[src/rtl/alu_entry_sequencer.sv]
// Front-panel sequencer for the ALU. It captures operand A, operand B and the opcode from
// the switches on button presses, starts the ALU, waits for done or a timeout, and shows the result.
module alu_entry_sequencer #(
  parameter int unsigned WIDTH    = 8,
  parameter int unsigned OP_WIDTH = 4,
  parameter int unsigned TIMEOUT  = 16
) (
  input  logic                clk,
  input  logic                rst,
  input  logic                btn_next,
  input  logic                btn_back,
  input  logic [WIDTH-1:0]    sw,
  input  logic                alu_done,
  input  logic [WIDTH-1:0]    alu_result,
  output logic [WIDTH-1:0]    op_a,
  output logic [WIDTH-1:0]    op_b,
  output logic [OP_WIDTH-1:0] opcode,
  output logic                alu_start,
  output logic [WIDTH-1:0]    result,
  output logic                err,
  output logic                busy,
  output logic [2:0]          state
);

  localparam int unsigned   CW       = $clog2(TIMEOUT);
  localparam logic [CW-1:0] CNT_LAST = CW'(TIMEOUT - 1);

  typedef enum logic [2:0] {
    S_A    = 3'd0,
    S_B    = 3'd1,
    S_OP   = 3'd2,
    S_EXEC = 3'd3,
    S_SHOW = 3'd4
  } state_t;

  state_t        state_q;
  state_t        state_d;
  logic          next_prev;
  logic          back_prev;
  logic          next_press;
  logic          back_press;
  logic          next_evt;
  logic          back_evt;
  logic [CW-1:0] cnt;

  logic cap_a;
  logic cap_b;
  logic cap_op;
  logic enter_exec;
  logic ld_result;
  logic set_err;
  logic clr_err;

  // A press is a rising edge of the level. Simultaneous presses cancel each other.
  assign next_press = btn_next & ~next_prev;
  assign back_press = btn_back & ~back_prev;
  assign next_evt   = next_press & ~back_press;
  assign back_evt   = back_press & ~next_press;

  always_comb begin
    state_d    = state_q;
    cap_a      = 1'b0;
    cap_b      = 1'b0;
    cap_op     = 1'b0;
    enter_exec = 1'b0;
    ld_result  = 1'b0;
    set_err    = 1'b0;
    clr_err    = 1'b0;
    case (state_q)
      S_A: begin
        if (next_evt) begin
          cap_a   = 1'b1;
          state_d = S_B;
        end
      end
      S_B: begin
        if (next_evt) begin
          cap_b   = 1'b1;
          state_d = S_OP;
        end else if (back_evt) begin
          state_d = S_A;
        end
      end
      S_OP: begin
        if (next_evt) begin
          cap_op     = 1'b1;
          enter_exec = 1'b1;
          state_d    = S_EXEC;
        end else if (back_evt) begin
          state_d = S_B;
        end
      end
      S_EXEC: begin
        // If done arrives on the terminal count, done takes priority over the timeout.
        if (alu_done) begin
          ld_result = 1'b1;
          clr_err   = 1'b1;
          state_d   = S_SHOW;
        end else if (cnt == CNT_LAST) begin
          set_err = 1'b1;
          state_d = S_SHOW;
        end
      end
      S_SHOW: begin
        if (next_evt) begin
          clr_err = 1'b1;
          state_d = S_A;
        end else if (back_evt) begin
          state_d = S_OP;
        end
      end
      default: state_d = S_A;
    endcase
  end

  always_ff @(posedge clk) begin
    if (rst) begin
      state_q   <= S_A;
      next_prev <= 1'b1;
      back_prev <= 1'b1;
      op_a      <= '0;
      op_b      <= '0;
      opcode    <= '0;
      result    <= '0;
      err       <= 1'b0;
      alu_start <= 1'b0;
      cnt       <= '0;
    end else begin
      state_q   <= state_d;
      next_prev <= btn_next;
      back_prev <= btn_back;
      alu_start <= enter_exec;
      if (cap_a)     op_a   <= sw;
      if (cap_b)     op_b   <= sw;
      if (cap_op)    opcode <= sw[OP_WIDTH-1:0];
      if (ld_result) result <= alu_result;
      if (set_err)      err <= 1'b1;
      else if (clr_err) err <= 1'b0;
      if (enter_exec)
        cnt <= '0;
      else if (state_q == S_EXEC && cnt != CNT_LAST)
        cnt <= cnt + 1'b1;
    end
  end

  assign busy  = (state_q == S_EXEC);
  assign state = state_q;

endmodule

[config.mk]
export PLATFORM = sky130hd
export DESIGN_NAME = alu_entry_sequencer
export DESIGN_NICKNAME = d
export VERILOG_FILES = /design/src/rtl/alu_entry_sequencer.sv
export SDC_FILE = /design/constraint.sdc
export NUM_CORES = 1
export LEC_CHECK = 0
export ABC_AREA = 1
export CAP_MARGIN = 20
export CORE_UTILIZATION = 46
export CTS_BUF_LIST = sky130_fd_sc_hd__clkbuf_2 sky130_fd_sc_hd__clkbuf_4 sky130_fd_sc_hd__clkbuf_8
export CTS_CLUSTER_SIZE = 30
export DETAILED_ROUTE_END_ITERATION = 8
export PLACE_DENSITY = 0.9
export REMOVE_ABC_BUFFERS = 1
export SKIP_CTS_REPAIR_TIMING = 1
export SYNTH_ARGS = -nofsm -noshare
export SYNTH_HDL_FRONTEND = slang
export SYNTH_SLANG_ARGS = --single-unit
[constraint.sdc]
create_clock -name clk -period 2.3 [get_ports clk]
set_clock_uncertainty 0.05 [all_clocks]
set_input_delay 0.46 -clock clk [delete_from_list [all_inputs] [get_ports clk]]
set_output_delay 0.46 -clock clk [all_outputs]
set_load 0.03 [all_outputs]
=== After elaboration in Yosys (flattened, before gate mapping) ===
Index checks and enable logic that the tools add are counted.

* Flip-flop bits (word level): 39
* Input bits: 21
* Logic and storage cells: 57

* $add $sub $neg: 1
* Equal/unequal tests: 11
* Muxes and demuxes: 22
* Bitwise operators: 8
* Reductions and logical operators: 5

{| class="wikitable"
|+ Operator list
! operator !! count
|-
| $mux 3 || 9
|-
| $pmux 3 s5 || 1
|-
| $mux 1 || 11
|-
| $ne 3x3->1 const B || 3
|-
| $eq 3x2->1 const B || 2
|-
| $reduce_and 5->1 || 1
|-
| $add 4x1->4 const B || 1
|-
| $and 1x1->1 || 4
|-
| $eq 4x4->1 const B || 1
|-
| $ne 4x4->1 const B || 1
|-
| $not 1->1 || 4
|-
| $eq 3x1->1 const B || 1
|-
| $eq 3x3->1 const B || 1
|-
| $logic_not 3->1 || 1
|-
| $ne 3x2->1 const B || 1
|-
| $ne 2x2->1 const B || 1
|-
| $pmux 1 s2 || 1
|-
| $reduce_bool 2->1 || 1
|-
| $reduce_or 2->1 || 1
|-
| $logic_and 1x1->1 || 1
|}

=== Logic depth before layout (Yosys ltp) ===
Gate-level depths: netlist (run 1).

* Word-level depth: 8
* Mapped depth: 11
* Gate-level depth less buffers: 11

=== Least setup slack after synthesis (run 1) ===
No wires, ideal clock.

* Kind: in2reg
* From: in btn_back
* To: reg op_a[2]
* Library setup time: 0.120 ns
* Arrival time: 1.606 ns
* Required time: 2.130 ns
* Slack: 0.525 ns
* Stages: 10
* Cell sequence: inv_1 > or2_2 > ha_1 > inv_1 > nor2_1 > nand2_1 > inv_1 > buf_4 > o21ai_0 > a21oi_1

* Word-level cells in the longest chain between the ends: 5

{| class="wikitable"
|+ RTL lines
! element !! line !! source
|-
| start, declared || 11 || <nowiki>input logic btn_back,</nowiki>
|-
| $and 1x1->1 || 56 || <nowiki>assign back_press = btn_back & ~back_prev;</nowiki>
|-
| $not 1->1 || 57 || <nowiki>assign next_evt = next_press & ~back_press;</nowiki>
|-
| $and 1x1->1 || 57 ||
|-
| $mux 1 || 71 || <nowiki>if (next_evt) begin</nowiki>
|-
| $mux 1 || 69 || <nowiki>case (state_q)</nowiki>
|-
| end signal, assigned || 133 || <nowiki>if (cap_a) op_a <= sw;</nowiki>
|-
| end, declared || 15 || <nowiki>output logic [WIDTH-1:0] op_a,</nowiki>
|}

Every way passes these cells.
A chain may end at the register's enable or synchronous reset.

=== Worst setup path in the final report (run 1) ===
* From: reg state_q[2] (netlist: state[2])
* To: out state[2]

{| class="wikitable"
|+ RTL lines
! element !! line !! source
|-
| start, declared || 36 || <nowiki>state_t state_q;</nowiki>
|-
| start signal, assigned || 129 || <nowiki>state_q <= state_d;</nowiki>
|-
| end, declared || 22 || <nowiki>output logic [2:0] state</nowiki>
|}

No word-level cell between the ends.

==> impl_metrics.prom, run 1 <==
# TYPE chip_impl_metric gauge
chip_impl_info{name="run_status",value="complete, no violations"} 1
chip_impl_metric{name="post-route-period-util",unit="%"} 93.0
chip_impl_info{name="rsz0062_at_grt",value="no"} 1
chip_impl_info{name="worst-setup-path-type",value="reg -> out"} 1
chip_impl_metric{name="grt.met3_usage",unit="%"} 8.52
chip_impl_metric{name="placed_cells",unit=""} 291
chip_impl_metric{name="finalHoldViolations",unit=""} 0
chip_impl_metric{name="wirelength",unit="mm"} 3.54
chip_impl_metric{name="worst-endpoint-arrival",unit="ns"} 1.63
chip_impl_metric{name="place.gp.congestion",unit=""} 0.904
chip_impl_info{name="crit_path_cell_trace",value="clkdlybuf4s50_1"} 1
chip_impl_info{name="post_synth_main_area_contributors",value="sky130_fd_sc_hd__dfxtp_1 51%, sky130_fd_sc_hd__nand2_1 8.6%, sky130_fd_sc_hd__a21oi_1 6.6%"} 1
chip_impl_metric{name="synthesis.yosys.warnings",unit=""} 0
chip_impl_info{name="highest_count_cells_in_the_layout_ignoring_fill_and_taps",value="53 x sky130_fd_sc_hd__clkdlybuf4s50_1, 39 x sky130_fd_sc_hd__dfxtp_1, 35 x sky130_fd_sc_hd__nand2_1"} 1
chip_impl_metric{name="hold-worst-slack",unit="ns"} 0.427
chip_impl_metric{name="synth_cells",unit=""} 193
chip_impl_metric{name="p_leak",unit="nW"} 0.917
chip_impl_info{name="synth.largest_area_cell",value="sky130_fd_sc_hd__dfxtp_1"} 1
chip_impl_metric{name="p_total",unit="mW"} 1.79
chip_impl_metric{name="post-route-util",unit="%"} 71.3
chip_impl_metric{name="power.density_cell_area",unit="nW/um^2"} 810
chip_impl_metric{name="finalSetupViolCount",unit=""} 0
chip_impl_metric{name="max_freq",unit="GHz"} 0.468
chip_impl_metric{name="h-tree-depth",unit=""} 2
chip_impl_metric{name="multi_input_comb_area",unit="um^2"} 642
chip_impl_metric{name="grt_start_max_net_pins",unit=""} 16
chip_impl_metric{name="ys_seq_area_share",unit="%"} 51.4
chip_impl_metric{name="cts.reportedPaths.clkPinSlew",unit="ns"} 0.11
chip_impl_metric{name="detail_route.wl_per_cell",unit="um"} 11.8
chip_impl_metric{name="antenna_cells_inserted",unit=""} 0
chip_impl_metric{name="timing.final.crit_period",unit="ns"} 2.14
chip_impl_metric{name="routed-via-count",unit=""} 1459
chip_impl_metric{name="syn_area",unit="um^2"} 1520
chip_impl_metric{name="die_area",unit="um^2"} 3540
chip_impl_metric{name="worstPathRequired",unit="ns"} 1.79
chip_impl_metric{name="yosys_register_bits",unit=""} 39
chip_impl_info{name="tritoncts",value="yes"} 1
chip_impl_info{name="crit_path_launch_type",value="flip-flop"} 1
chip_impl_metric{name="die_x",unit="um"} 59.5
chip_impl_metric{name="synth_area_per_cell",unit="um^2"} 7.88
chip_impl_metric{name="maxSlewHeadroom",unit="%"} 76.1
chip_impl_metric{name="layout.area.seq",unit="um^2"} 781
chip_impl_metric{name="netlist.area_leader.share",unit="%"} 51.4
chip_impl_metric{name="initial_core_utilization",unit="%"} 49.0
chip_impl_metric{name="grt_pass1_wl",unit="mm"} 5.62
chip_impl_metric{name="detail_route.first_pass.iterations",unit=""} 4
chip_impl_metric{name="clock_latency",unit="ns"} 0.34
chip_impl_metric{name="irDropWorstVdd",unit="mV"} 0.470
chip_impl_info{name="timing.critical_path.max_delay_family",value="buffers and inverters"} 1
chip_impl_info{name="grt_most_used_layer",value="met2"} 1
chip_impl_metric{name="cp.buffers_inverters",unit=""} 1
chip_impl_info{name="root_buffer",value="sky130_fd_sc_hd__clkbuf_4"} 1
chip_impl_metric{name="fin_cells",unit=""} 299
chip_impl_metric{name="vias_in_the_first_global_route",unit=""} 1287
chip_impl_metric{name="worst_slew_pin_slew",unit="ns"} 0.358
chip_impl_info{name="final_common_cell",value="sky130_fd_sc_hd__clkdlybuf4s50_1"} 1
chip_impl_metric{name="fillers",unit=""} 263
chip_impl_metric{name="pin_count",unit=""} 55
chip_impl_metric{name="viasPerCell",unit=""} 4.88
chip_impl_metric{name="crit_path_max_fanout",unit=""} 8
chip_impl_metric{name="cpPeakStageDelay",unit="ns"} 0.74
chip_impl_info{name="critical_path.endpoint_type",value="output pin"} 1
chip_impl_metric{name="dpl.hpwl",unit="mm"} 2.58
chip_impl_metric{name="met1_capacity_usage_during_global_routing",unit="%"} 26.1
chip_impl_metric{name="dr.first_iter.drc_count",unit=""} 67
chip_impl_metric{name="synth.lib_cells_used.distinct",unit=""} 25
chip_impl_metric{name="post-route-drc-count",unit=""} 0
chip_impl_metric{name="grt_antenna_before_repair",unit=""} 0
chip_impl_metric{name="place.port_buffers",unit=""} 54
chip_impl_metric{name="dieHeight",unit="um"} 59.5
chip_impl_metric{name="numCtsBuffers",unit=""} 5
chip_impl_info{name="standard_cell_with_the_maximum_stage_delay_on_the_critical_path",value="sky130_fd_sc_hd__clkdlybuf4s50_1"} 1
chip_impl_metric{name="clockBufferDepth",unit=""} 2
chip_impl_metric{name="clkSinkCount",unit=""} 39
chip_impl_metric{name="final_layout_size_suffix_gt1_share",unit="%"} 9.41
chip_impl_metric{name="design.core.area",unit="um^2"} 3100
chip_impl_metric{name="drv_cap",unit=""} 0
chip_impl_metric{name="route.antenna.remaining_nets",unit=""} 0
chip_impl_metric{name="grtUsageMet2",unit="%"} 34.2
chip_impl_info{name="holdCritPathClass",value="reg -> reg"} 1
chip_impl_metric{name="gr-total-overflow",unit=""} 0
chip_impl_metric{name="nets",unit=""} 277
chip_impl_metric{name="grt.total_usage",unit="%"} 21.6
chip_impl_metric{name="flow.area_growth_from_synthesis",unit="%"} 45.5
chip_impl_metric{name="rows",unit=""} 20
chip_impl_metric{name="final-max-slew-violation-count",unit=""} 0
==> sequential cells by signal, indices dropped and copies added (netlist names) <==
| register | cells |
|---|---|
| opcode | 4 |
| state | 3 |
| alu_start | 1 |
| back_prev | 1 |
| op_b | 8 |
| cnt | 4 |
| next_prev | 1 |
| result | 8 |
| op_a | 8 |
| err | 1 |
==> Yosys cell counts <==
| master | number |
|---|---|
| sky130_fd_sc_hd__nand2_1 | 35 |
| sky130_fd_sc_hd__nor2_2 | 2 |
| sky130_fd_sc_hd__ha_1 | 2 |
| sky130_fd_sc_hd__nand4_1 | 1 |
| sky130_fd_sc_hd__or2_0 | 1 |
| sky130_fd_sc_hd__nor2_1 | 26 |
| sky130_fd_sc_hd__dfxtp_1 | 39 |
| sky130_fd_sc_hd__nor2_4 | 1 |
| sky130_fd_sc_hd__nand3_2 | 1 |
| sky130_fd_sc_hd__or2_2 | 1 |
| sky130_fd_sc_hd__inv_1 | 16 |
| sky130_fd_sc_hd__a21oi_1 | 20 |
| sky130_fd_sc_hd__o211ai_1 | 1 |
| sky130_fd_sc_hd__nand3b_1 | 1 |
| sky130_fd_sc_hd__nand3_1 | 11 |
| sky130_fd_sc_hd__buf_4 | 1 |
| sky130_fd_sc_hd__clkbuf_1 | 3 |
| sky130_fd_sc_hd__buf_6 | 1 |
| sky130_fd_sc_hd__xor2_1 | 2 |
| sky130_fd_sc_hd__nand2_2 | 2 |
| sky130_fd_sc_hd__nand2_4 | 2 |
| sky130_fd_sc_hd__inv_2 | 2 |
| sky130_fd_sc_hd__a211oi_1 | 1 |
| sky130_fd_sc_hd__o21ai_0 | 20 |
| sky130_fd_sc_hd__o21ai_1 | 1 |
==> final timing paths <==
path / from / to / slack (ns) / cells after the start
worst max-delay path: state[2]$_SDFFE_PP0P_ / state[2] / 0.16 / 1
worst min-delay path: result[1]$_SDFFE_PP0P_ / result[1]$_SDFFE_PP0P_ / 0.43 / 2
worst max register to register: back_prev$_SDFF_PP1_ / op_a[0]$_SDFFE_PP0P_ / 0.65 / 8
worst min register to register: result[1]$_SDFFE_PP0P_ / result[1]$_SDFFE_PP0P_ / 0.43 / 2
==> cell type report <==
cell class / instances / share of cell area, %
Clock inverter: 2 / 1.58
Tap cell: 44 / 2.49
Sequential cell: 39 / 35.3
Multi-Input combinational cell: 131 / 29.0
Timing Repair Buffer: 59 / 26.2
Inverter: 18 / 3.05
Clock buffer: 6 / 2.32
==> stage by stage <==
step	area, um^2	setup WS [ns]	TNS (ns)
4_1_cts	2210	-0.0000392	-0.0000392
3_3_place_gp	2120	0.0602	0
6_report	2210	0.162	0
2_1_floorplan	1490	0.577	0
5_1_grt	2210	0.0769	0
3_5_place_dp	2120	0.0121	0
==> where the power goes <==
group | switching, mW | internal, mW | total, mW | leakage [nW]
clock | 0.218 | 0.257 | 0.475 | 0.0482
sequential | 0.0410 | 0.728 | 0.769 | 0.316
combinational | 0.334 | 0.213 | 0.547 | 0.553
==> routing by layer <==
metal,routed length [um],vias up
met5,0,-
li1,-,745
met3,289,7
met1,1520,649
met4,62,0
met2,1660,58
==> cell families (layout without fill, tap and decap cells) <==
kind of cell	after synthesis	count (layout)	synth area share, %
AND/OR/NAND/NOR	84	84	24.9
AO/OA/AOI/OAI	43	43	14.5
flip-flops	39	39	51.4
buffers and inverters	23	85	6.42
adder cells (fa/ha/maj)	2	2	1.65
XOR/XNOR	2	2	1.15
No activity file was read; power rests on OpenSTA's default activity.
==> run 2: changes to the inputs <==
--- a/config.mk
+++ b/config.mk
@@ -7,6 +7,7 @@
 export LEC_CHECK = 0
 export ABC_AREA = 1
 export CAP_MARGIN = 20
+export CORE_MARGIN = 2
 export CORE_UTILIZATION = 46
 export CTS_BUF_LIST = sky130_fd_sc_hd__clkbuf_2 sky130_fd_sc_hd__clkbuf_4 sky130_fd_sc_hd__clkbuf_8
 export CTS_CLUSTER_SIZE = 30
==> impl_metrics.prom, run 2 (synthesized netlist as in run 1, its figures left out) <==
# TYPE chip_impl_metric gauge
chip_impl_info{name="root_buffer",value="sky130_fd_sc_hd__clkbuf_4"} 1
chip_impl_metric{name="grt.total_usage",unit="%"} 21.5
chip_impl_metric{name="post-route-util",unit="%"} 70.8
chip_impl_metric{name="cpPeakStageDelay",unit="ns"} 0.74
chip_impl_metric{name="numCtsBuffers",unit=""} 5
chip_impl_metric{name="maxSlewHeadroom",unit="%"} 77.7
chip_impl_metric{name="grt_pass1_wl",unit="mm"} 5.88
chip_impl_metric{name="fillers",unit=""} 267
chip_impl_metric{name="grt_antenna_before_repair",unit=""} 0
chip_impl_metric{name="worst_slew_pin_slew",unit="ns"} 0.334
chip_impl_metric{name="grt_start_max_net_pins",unit=""} 22
chip_impl_metric{name="antenna_cells_inserted",unit=""} 0
chip_impl_metric{name="cts.reportedPaths.clkPinSlew",unit="ns"} 0.11
chip_impl_metric{name="initial_core_utilization",unit="%"} 49.0
chip_impl_info{name="final_common_cell",value="sky130_fd_sc_hd__clkdlybuf4s50_1"} 1
chip_impl_info{name="crit_path_cell_trace",value="clkdlybuf4s50_1"} 1
chip_impl_info{name="largestRegisters",value="op_a (8), op_b (8), result (8)"} 1
chip_impl_info{name="standard_cell_with_the_maximum_stage_delay_on_the_critical_path",value="sky130_fd_sc_hd__clkdlybuf4s50_1"} 1
chip_impl_metric{name="place.port_buffers",unit=""} 54
chip_impl_metric{name="die_area",unit="um^2"} 3780
chip_impl_info{name="crit_path_launch_type",value="flip-flop"} 1
chip_impl_info{name="timing.critical_path.max_delay_family",value="buffers and inverters"} 1
chip_impl_metric{name="die_x",unit="um"} 61.5
chip_impl_metric{name="final-max-slew-violation-count",unit=""} 0
chip_impl_metric{name="worst-endpoint-arrival",unit="ns"} 1.62
chip_impl_metric{name="h-tree-depth",unit=""} 2
chip_impl_metric{name="drv_cap",unit=""} 0
chip_impl_metric{name="multi_input_comb_area",unit="um^2"} 642
chip_impl_info{name="rsz0062_at_grt",value="no"} 1
chip_impl_metric{name="dieHeight",unit="um"} 61.5
chip_impl_metric{name="wirelength",unit="mm"} 3.66
chip_impl_metric{name="post-route-period-util",unit="%"} 92.5
chip_impl_metric{name="layout.area.seq",unit="um^2"} 781
chip_impl_metric{name="detail_route.wl_per_cell",unit="um"} 12.2
chip_impl_metric{name="route.antenna.remaining_nets",unit=""} 0
chip_impl_metric{name="routed-via-count",unit=""} 1450
chip_impl_info{name="highest_count_cells_in_the_layout_ignoring_fill_and_taps",value="53 x sky130_fd_sc_hd__clkdlybuf4s50_1, 39 x sky130_fd_sc_hd__dfxtp_1, 35 x sky130_fd_sc_hd__nand2_1"} 1
chip_impl_metric{name="postLayoutCellArea",unit="um^2"} 2200
chip_impl_metric{name="pin_count",unit=""} 55
chip_impl_metric{name="dpl.hpwl",unit="mm"} 2.60
chip_impl_metric{name="pre_cts_ws",unit="ns"} 0.0259
chip_impl_metric{name="hold-worst-slack",unit="ns"} 0.419
chip_impl_metric{name="post-route-drc-count",unit=""} 0
chip_impl_metric{name="pnr_worst_setup_slack",unit="ns"} 0.173
chip_impl_metric{name="finalHoldViolations",unit=""} 0
chip_impl_metric{name="power.density_cell_area",unit="nW/um^2"} 791
chip_impl_metric{name="fin_cells",unit=""} 299
chip_impl_metric{name="dr.first_iter.drc_count",unit=""} 53
chip_impl_info{name="run_status",value="complete, no violations"} 1
chip_impl_metric{name="flow.area_growth_from_synthesis",unit="%"} 44.6
chip_impl_metric{name="clockBufferDepth",unit=""} 2
chip_impl_metric{name="design.core.area",unit="um^2"} 3100
chip_impl_metric{name="clock_latency",unit="ns"} 0.35
chip_impl_info{name="worst-setup-path-type",value="reg -> out"} 1
chip_impl_metric{name="dpl_cell_area",unit="um^2"} 2120
chip_impl_info{name="tritoncts",value="yes"} 1
chip_impl_metric{name="viasPerCell",unit=""} 4.85
chip_impl_metric{name="placed_cells",unit=""} 291
chip_impl_metric{name="max_freq",unit="GHz"} 0.470
chip_impl_metric{name="cp.buffers_inverters",unit=""} 1
chip_impl_metric{name="vias_in_the_first_global_route",unit=""} 1319
chip_impl_info{name="holdCritPathClass",value="reg -> reg"} 1
chip_impl_metric{name="gr-total-overflow",unit=""} 0
chip_impl_metric{name="worstPathRequired",unit="ns"} 1.79
chip_impl_metric{name="crit_path_max_fanout",unit=""} 8
chip_impl_metric{name="p_leak",unit="nW"} 0.911
chip_impl_info{name="critical_path.endpoint_type",value="output pin"} 1
chip_impl_metric{name="detail_route.first_pass.iterations",unit=""} 4
chip_impl_metric{name="timing.final.crit_period",unit="ns"} 2.13
chip_impl_metric{name="rows",unit=""} 20
chip_impl_metric{name="irDropWorstVdd",unit="mV"} 0.494
chip_impl_metric{name="finalSetupViolCount",unit=""} 0
chip_impl_metric{name="place.gp.congestion",unit=""} 0.870
chip_impl_metric{name="nets",unit=""} 277
chip_impl_metric{name="final_layout_size_suffix_gt1_share",unit="%"} 9.41
chip_impl_metric{name="clkSinkCount",unit=""} 39
==> run 2: changes by cell type in the layout (fill, tap and decap cells not counted), sizes merged <==
cell	before	now
clkinv	1	0
clkbuf	6	8
bufinv	1	0
==> run 2: final cells by class <==
class / count / area share [%]
inverters: 18 / 3.07
clock buffers: 8 / 3.30
repair buffers: 59 / 26.4
well taps: 44 / 2.50
flip-flops and latches: 39 / 35.5
multi-input cells: 131 / 29.2
==> run 2: routing by layer <==
metal	GRT usage (%)	up-vias	share of wire (%)
li1	-	743	-
met1	27.5	660	46
met2	34.0	44	46
met3	8.61	3	6.4
met4	5.78	0	0.82
met5	0	-	0
==> run 2: stage by stage <==
step                      total power, mW  setup TNS [ns]
final                                1.74               0
after global routing                 1.84               0
after CTS                            1.74         -0.0794
after detailed placement             1.32               0
after global placement               1.31               0
after floorplan                      1.12               0
==> run 2: where the power goes <==
group          leakage (nW)  total, mW  switching, mW  internal [mW]
Combinational         0.553      0.539          0.335          0.203
Clock                0.0420      0.415          0.223          0.192
Sequential            0.316      0.785         0.0568          0.728
Total                 0.911       1.74          0.615           1.12
==> run 2: worst paths after layout <==
check	startpoint	end	slack, ns	depth (start not counted)
max	state[2]$_SDFFE_PP0P_	state[2]	0.17	1
min	result[2]$_SDFFE_PP0P_	result[2]$_SDFFE_PP0P_	0.42	2
max reg2reg	back_prev$_SDFF_PP1_	op_a[1]$_SDFFE_PP0P_	0.63	8
min reg2reg	result[2]$_SDFFE_PP0P_	result[2]$_SDFFE_PP0P_	0.42	2
